==> src/rtl/video_timing_engine.sv <==
// Runtime-reconfigurable video timing generator: pixel/line counters, DE and syncs from a
// shadowed timing set swapped in at frame boundaries, plus switch muting and lag-flash cadence.
module video_timing_engine #(
  parameter int CW           = 12,
  parameter int BLANK_FRAMES = 2,
  parameter int FLASH_FRAMES = 30,
  // Timing set loaded on reset; defaults are the legacy 640x480 mode
  parameter logic [CW-1:0] RST_HVIS = CW'(640),
  parameter logic [CW-1:0] RST_HFP  = CW'(16),
  parameter logic [CW-1:0] RST_HSW  = CW'(96),
  parameter logic [CW-1:0] RST_HBP  = CW'(48),
  parameter logic [CW-1:0] RST_VVIS = CW'(480),
  parameter logic [CW-1:0] RST_VFP  = CW'(10),
  parameter logic [CW-1:0] RST_VSW  = CW'(2),
  parameter logic [CW-1:0] RST_VBP  = CW'(33),
  parameter logic [1:0]    RST_POL  = 2'b00
) (
  input  logic          clock,
  input  logic          reset,
  input  logic          cfg_we,
  input  logic [3:0]    cfg_addr,
  input  logic [CW-1:0] cfg_wdata,
  input  logic          cfg_commit,
  output logic          cfg_pending,
  output logic          cfg_error,
  output logic [CW-1:0] counterX,
  output logic [CW-1:0] counterY,
  output logic          de,
  output logic          hsync,
  output logic          vsync,
  output logic          frame_start,
  output logic          mute,
  output logic          flash,
  output logic          starttrigger,
  output logic [15:0]   frame_count
);

  localparam int TW = CW + 2;
  localparam int MW = (BLANK_FRAMES > 0) ? $clog2(BLANK_FRAMES + 1) : 1;
  localparam int PW = (FLASH_FRAMES > 1) ? $clog2(FLASH_FRAMES) : 1;
  localparam logic [8*CW-1:0] RST_SET =
    {RST_VBP, RST_VSW, RST_VFP, RST_VVIS, RST_HBP, RST_HSW, RST_HFP, RST_HVIS};

  logic [CW-1:0] shadow_q [8];
  logic [CW-1:0] shadow_d [8];
  logic [CW-1:0] active_q [8];
  logic [CW-1:0] active_d [8];
  logic [1:0]    spol_q, spol_d, apol_q, apol_d;
  logic [CW-1:0] x_q, x_d, y_q, y_d;
  logic          pending_q, pending_d, error_q, error_d;
  logic [MW-1:0] muteCnt_q, muteCnt_d;
  logic [PW-1:0] phase_q, phase_d;
  logic          flash_q, flash_d;
  logic [15:0]   frameCnt_q, frameCnt_d;

  logic [TW-1:0] hTot, vTot, shHTot, shVTot;
  logic [TW-1:0] hSyncStart, hSyncEnd, vSyncStart, vSyncEnd, xWide, yWide;
  logic          lineEnd, frameEnd, commitOk, firstPixel, inHSync, inVSync;

  always_comb begin
    shadow_d = shadow_q;
    spol_d   = spol_q;
    if (cfg_we) begin
      if (cfg_addr < 4'd8) begin
        shadow_d[cfg_addr[2:0]] = cfg_wdata;
      end else if (cfg_addr == 4'd8) begin
        spol_d = cfg_wdata[1:0];
      end
    end
  end

  assign hTot   = {2'b00, active_q[0]} + {2'b00, active_q[1]} + {2'b00, active_q[2]} + {2'b00, active_q[3]};
  assign vTot   = {2'b00, active_q[4]} + {2'b00, active_q[5]} + {2'b00, active_q[6]} + {2'b00, active_q[7]};
  assign shHTot = {2'b00, shadow_d[0]} + {2'b00, shadow_d[1]} + {2'b00, shadow_d[2]} + {2'b00, shadow_d[3]};
  assign shVTot = {2'b00, shadow_d[4]} + {2'b00, shadow_d[5]} + {2'b00, shadow_d[6]} + {2'b00, shadow_d[7]};

  // Validation sees the shadow including a write landing on the same cycle as the commit
  assign commitOk = (shadow_d[0] != '0) && (shadow_d[2] != '0) && (shadow_d[4] != '0) &&
                    (shadow_d[6] != '0) && (shHTot >= TW'(4)) && (shVTot >= TW'(2));

  assign xWide      = {2'b00, x_q};
  assign yWide      = {2'b00, y_q};
  assign lineEnd    = (xWide == hTot - TW'(1));
  assign frameEnd   = lineEnd && (yWide == vTot - TW'(1));
  assign firstPixel = (x_q == '0) && (y_q == '0);
  assign hSyncStart = {2'b00, active_q[0]} + {2'b00, active_q[1]};
  assign hSyncEnd   = hSyncStart + {2'b00, active_q[2]};
  assign vSyncStart = {2'b00, active_q[4]} + {2'b00, active_q[5]};
  assign vSyncEnd   = vSyncStart + {2'b00, active_q[6]};
  assign inHSync    = (xWide >= hSyncStart) && (xWide < hSyncEnd);
  assign inVSync    = (yWide >= vSyncStart) && (yWide < vSyncEnd);

  always_comb begin
    x_d        = x_q + CW'(1);
    y_d        = y_q;
    active_d   = active_q;
    apol_d     = apol_q;
    pending_d  = pending_q;
    muteCnt_d  = muteCnt_q;
    flash_d    = flash_q;
    phase_d    = phase_q;
    frameCnt_d = frameCnt_q;
    error_d    = cfg_commit && !commitOk;
    if (lineEnd) begin
      x_d = '0;
      y_d = frameEnd ? '0 : y_q + CW'(1);
    end
    if (frameEnd) begin
      frameCnt_d = frameCnt_q + 16'd1;
      if (pending_q) begin
        active_d  = shadow_d;
        apol_d    = spol_d;
        pending_d = 1'b0;
        muteCnt_d = MW'(BLANK_FRAMES);
        flash_d   = 1'b0;
        phase_d   = '0;
      end else begin
        if (muteCnt_q != '0) muteCnt_d = muteCnt_q - MW'(1);
        if (phase_q == PW'(FLASH_FRAMES - 1)) begin
          flash_d = ~flash_q;
          phase_d = '0;
        end else begin
          phase_d = phase_q + PW'(1);
        end
      end
    end
    // A commit on the boundary cycle itself arms the following boundary
    if (cfg_commit && commitOk) pending_d = 1'b1;
  end

  always_ff @(posedge clock) begin
    if (reset) begin
      for (int i = 0; i < 8; i++) begin
        shadow_q[i] <= RST_SET[i*CW +: CW];
        active_q[i] <= RST_SET[i*CW +: CW];
      end
      spol_q     <= RST_POL;
      apol_q     <= RST_POL;
      x_q        <= '0;
      y_q        <= '0;
      pending_q  <= 1'b0;
      error_q    <= 1'b0;
      muteCnt_q  <= '0;
      flash_q    <= 1'b0;
      phase_q    <= '0;
      frameCnt_q <= '0;
    end else begin
      shadow_q   <= shadow_d;
      active_q   <= active_d;
      spol_q     <= spol_d;
      apol_q     <= apol_d;
      x_q        <= x_d;
      y_q        <= y_d;
      pending_q  <= pending_d;
      error_q    <= error_d;
      muteCnt_q  <= muteCnt_d;
      flash_q    <= flash_d;
      phase_q    <= phase_d;
      frameCnt_q <= frameCnt_d;
    end
  end

  // Output stage: every pin is decoded from the same x/y so they stay mutually aligned.
  // Only the first frame of each flash-on half-period fires a lag measurement.
  always_ff @(posedge clock) begin
    if (reset) begin
      counterX     <= '0;
      counterY     <= '0;
      de           <= 1'b0;
      hsync        <= ~RST_POL[0];
      vsync        <= ~RST_POL[1];
      frame_start  <= 1'b0;
      mute         <= 1'b0;
      flash        <= 1'b0;
      starttrigger <= 1'b0;
      frame_count  <= '0;
    end else begin
      counterX     <= x_q;
      counterY     <= y_q;
      de           <= (x_q < active_q[0]) && (y_q < active_q[4]);
      hsync        <= inHSync ? apol_q[0] : ~apol_q[0];
      vsync        <= inVSync ? apol_q[1] : ~apol_q[1];
      frame_start  <= firstPixel;
      mute         <= (muteCnt_q != '0);
      flash        <= flash_q;
      starttrigger <= firstPixel && flash_q && (phase_q == '0) && (muteCnt_q == '0);
      frame_count  <= frameCnt_q;
    end
  end

  assign cfg_pending = pending_q;
  assign cfg_error   = error_q;

endmodule

==> config.mk <==
export PLATFORM = sky130hd
export DESIGN_NAME = video_timing_engine
export DESIGN_NICKNAME = d
export VERILOG_FILES = /design/src/rtl/video_timing_engine.sv
export SDC_FILE = /design/constraint.sdc
export NUM_CORES = 1
export LEC_CHECK = 0
export ABC_AREA = 1
export ABC_CLOCK_PERIOD_IN_PS = 5710
export CAP_MARGIN = 10
export CORE_MARGIN = 2
export CORE_UTILIZATION = 55
export DETAILED_ROUTE_END_ITERATION = 16
export PLACE_DENSITY = 0.7
export SLEW_MARGIN = 5
export SYNTH_ARGS = -nofsm -noshare
export SYNTH_HDL_FRONTEND = slang
export SYNTH_SLANG_ARGS = --single-unit
==> constraint.sdc <==
create_clock -name clock -period 5.71 [get_ports clock]
set_clock_uncertainty 0.15 [all_clocks]
set_input_delay 1.4275 -clock clock [delete_from_list [all_inputs] [get_ports clock]]
set_output_delay 1.4275 -clock clock [all_outputs]
set_load 0.005 [all_outputs]
==> out/metrics.yaml <==
status:
  status: "finished clean"
sta:
  min_period_ps: 5522
  holdWs_ps: 310.6
  tightest_slew_ps: 914.4
  max_slew_margin_pct: 39.04
  fmax_mhz: 181.1
  report.final.slew_viol_count: 0
  fin_crit_sh_pct: 96.71
  setup_viol: 0
  hold_viol_final: 0
logic_synthesis:
  syn_inst: 2910
  synth_seq_area_share_pct: 29.18
  synth_top_area_share_pct: 29.18
  netlist-cell-type-count: 44
  synth_nets: 3181
  yosysTopAreaCell: "dfxtp_1"
  syn-mean-instance-area_um2: 6.907
  syn-cell-area_mm2: 0.02010
  synthTopCellsByArea: "dfxtp_1, ha_1, nand2_1"
  synth_warnings: 0
  synth_seq_cells: 293
layout:
  antennaDiodeCount: 0
  n_fill_cell: 3099
  nets: 3444
  final_common_cell: "nand2_1"
  syn2layout_area_growth_pct: 22.43
  drive_gt1_share_pct: 12.67
  seq_area_mm2: 0.005873
  postLayoutCoreUtil_pct: 67.87
  multi_input_area_mm2: 0.01221
  final_cell_mix: "nand2_1, inv_1, dfxtp_1"
  final_area_mm2: 0.02461
die:
  core_area_mm2: 0.03626
  ios: 69
  die_y_um: 195.2
  die_x_um: 195.2
  start_util_pct: 55.43
  die-area_mm2: 0.03809
  rows: 70
global_routing:
  grt_first_pass_wirelength_mm: 92.67
  antenna_found_initial: 0
  grt_pass1_vias: 18541
  grt_max_degree: 99
  grt_usage_pct: 30.15
  overflow: 0
clock_network:
  cts_max_path_buffers: 3
  htree_levels: 2
  cts_sinks: 293
  cts_buffers: 34
  clockRootBuffer: "clkbuf_16"
  cts_tree: "yes"
  clock_latency_ps: 550
  clkTransAtPathRegs_ps: 60
setup_path:
  slowest_stage: "fa_2"
  critPathMaxStageDelay_ps: 340
  worstPathArrival_ps: 5830
  worstSetupEndpointType: "register"
  crit_fanout: 18
  path_class: "reg2reg"
  r2r_cells: 32
  cp.required_ps: 6020
  start_kind: "register"
routing:
  vias: 19425
  remaining_drc_errors: 0
  route.antenna.remaining_nets: 0
  drt-wirelength-per-cell_um: 15.73
  dr.first_iter.drc_count: 1623
  wl_mm: 57.65
  viasPerCell: 5.300
  drt_pass1_iterations: 6
min_path:
  hold_depth: 2
  min_path_type: "reg2reg"
power:
  p_leak_nw: 12.44
  power_mw: 5.068
  ir_worst_vdd_mv: 0.2035
  powerDensity_mw_per_mm2: 205.9
placed_design:
  placed_area_mm2: 0.02274
  globalplace.congestion: 0.9170
  port_buffers: 68
  hpwl_mm: 43.35
job:
  maxCapViolations: 0
[routing by layer]
layer | wire, µm | share of wire [%] | GRT usage [%] | vias up
li1 | - | - | - | 9729
met1 | 26380 | 46 | 42.08 | 9037
met2 | 26300 | 46 | 49.27 | 558
met3 | 3383 | 5.9 | 3.282 | 101
met4 | 1579 | 2.7 | 9.019 | 0
met5 | 0 | 0 | 0 | -
[layout make-up]
class | instances | area share, %
flip-flops and latches | 293 | 23.87
inverters | 544 | 8.298
repair buffers | 313 | 10.98
clock buffers | 47 | 3.945
multi-input cells | 1987 | 49.62
well taps | 468 | 2.380
clock inverters | 13 | 0.9050
[cells by family after synthesis]
group	count (synthesis)	synth area share, %
and+or+nand+nor	1261	26.71
buffers and inverters	630	12.13
AOI/OAI and AO/OA	374	9.941
DFF	293	29.18
adders and majority gates	251	17.64
xor gates and xnor gates	101	4.401
[repair_timing]
item,4_1_cts,5_1_grt
hold buffers,0,0
resized for setup,8,94
pin swaps,4,37
cloned,3,1
setup buffers,7,14
setup endpoints to repair,122,148
[synthesized netlist by cell type (all sizes together)]
cell type and number:
xnor2 28, buf 22, a21o 5, or2 11
nand2 649, a211oi 5, o21bai 9, inv 544
dfxtp 293, o21a 11, and3 1, ha 197
o21ai 121, nor4 8, o2111ai 1, nor3 39
a31oi 7, clkbuf 64, nand3 229, fa 54
nand3b 19, nor3b 8, o211a 1, nor2 256
and2 2, a2111oi 1, nand4 39, a21boi 5
o211ai 4, o221ai 2, a21oi 202, xor2 73
[flip-flops by register name, indices dropped and copies added, names as in the netlist, 5 cells and up]
signal / cells
frame_count: 16
shadow_q: 96
counterX: 12
phase_q: 5
frameCnt_q: 16
active_q: 96
x_q: 12
y_q: 12
counterY: 12
[where the power goes]
group	internal [mW]	switching (mW)
Sequential	2.06	0.0118
Combinational	0.261	0.372
Clock	1.46	0.898
Total	3.79	1.28
[worst max-delay path: cells and delay by family, from the launching register on]
family,cells,cell delay [ps]
and+or+nand+nor,13,1630
adders and majority gates,5,1360
AOI/OAI and AO/OA,7,1020
buffers and inverters,5,550
xor gates and xnor gates,2,390
DFF,1,330
[through the flow]
step           setup slack, ps  std cells  TNS (ps)
2_1_floorplan            320.0       2910         0
3_3_place_gp            -338.7       3580    -676.8
3_5_place_dp            -369.5       3580     -8477
4_1_cts                  13.65       3650         0
5_1_grt                 -82.32       3665     -3811
6_report                 187.8       3665         0
[path summary, 6_finish.rpt]
check / slack, ps / endpoint / start
setup / recovery: 190 / active_q[9] / active_q[72]
setup reg to reg: 190 / active_q[9] / active_q[72]
hold reg to reg: 310 / muteCnt_q[1] / muteCnt_q[1]
hold / removal: 310 / muteCnt_q[1] / muteCnt_q[1]
(Power assumes the default switching activity.)
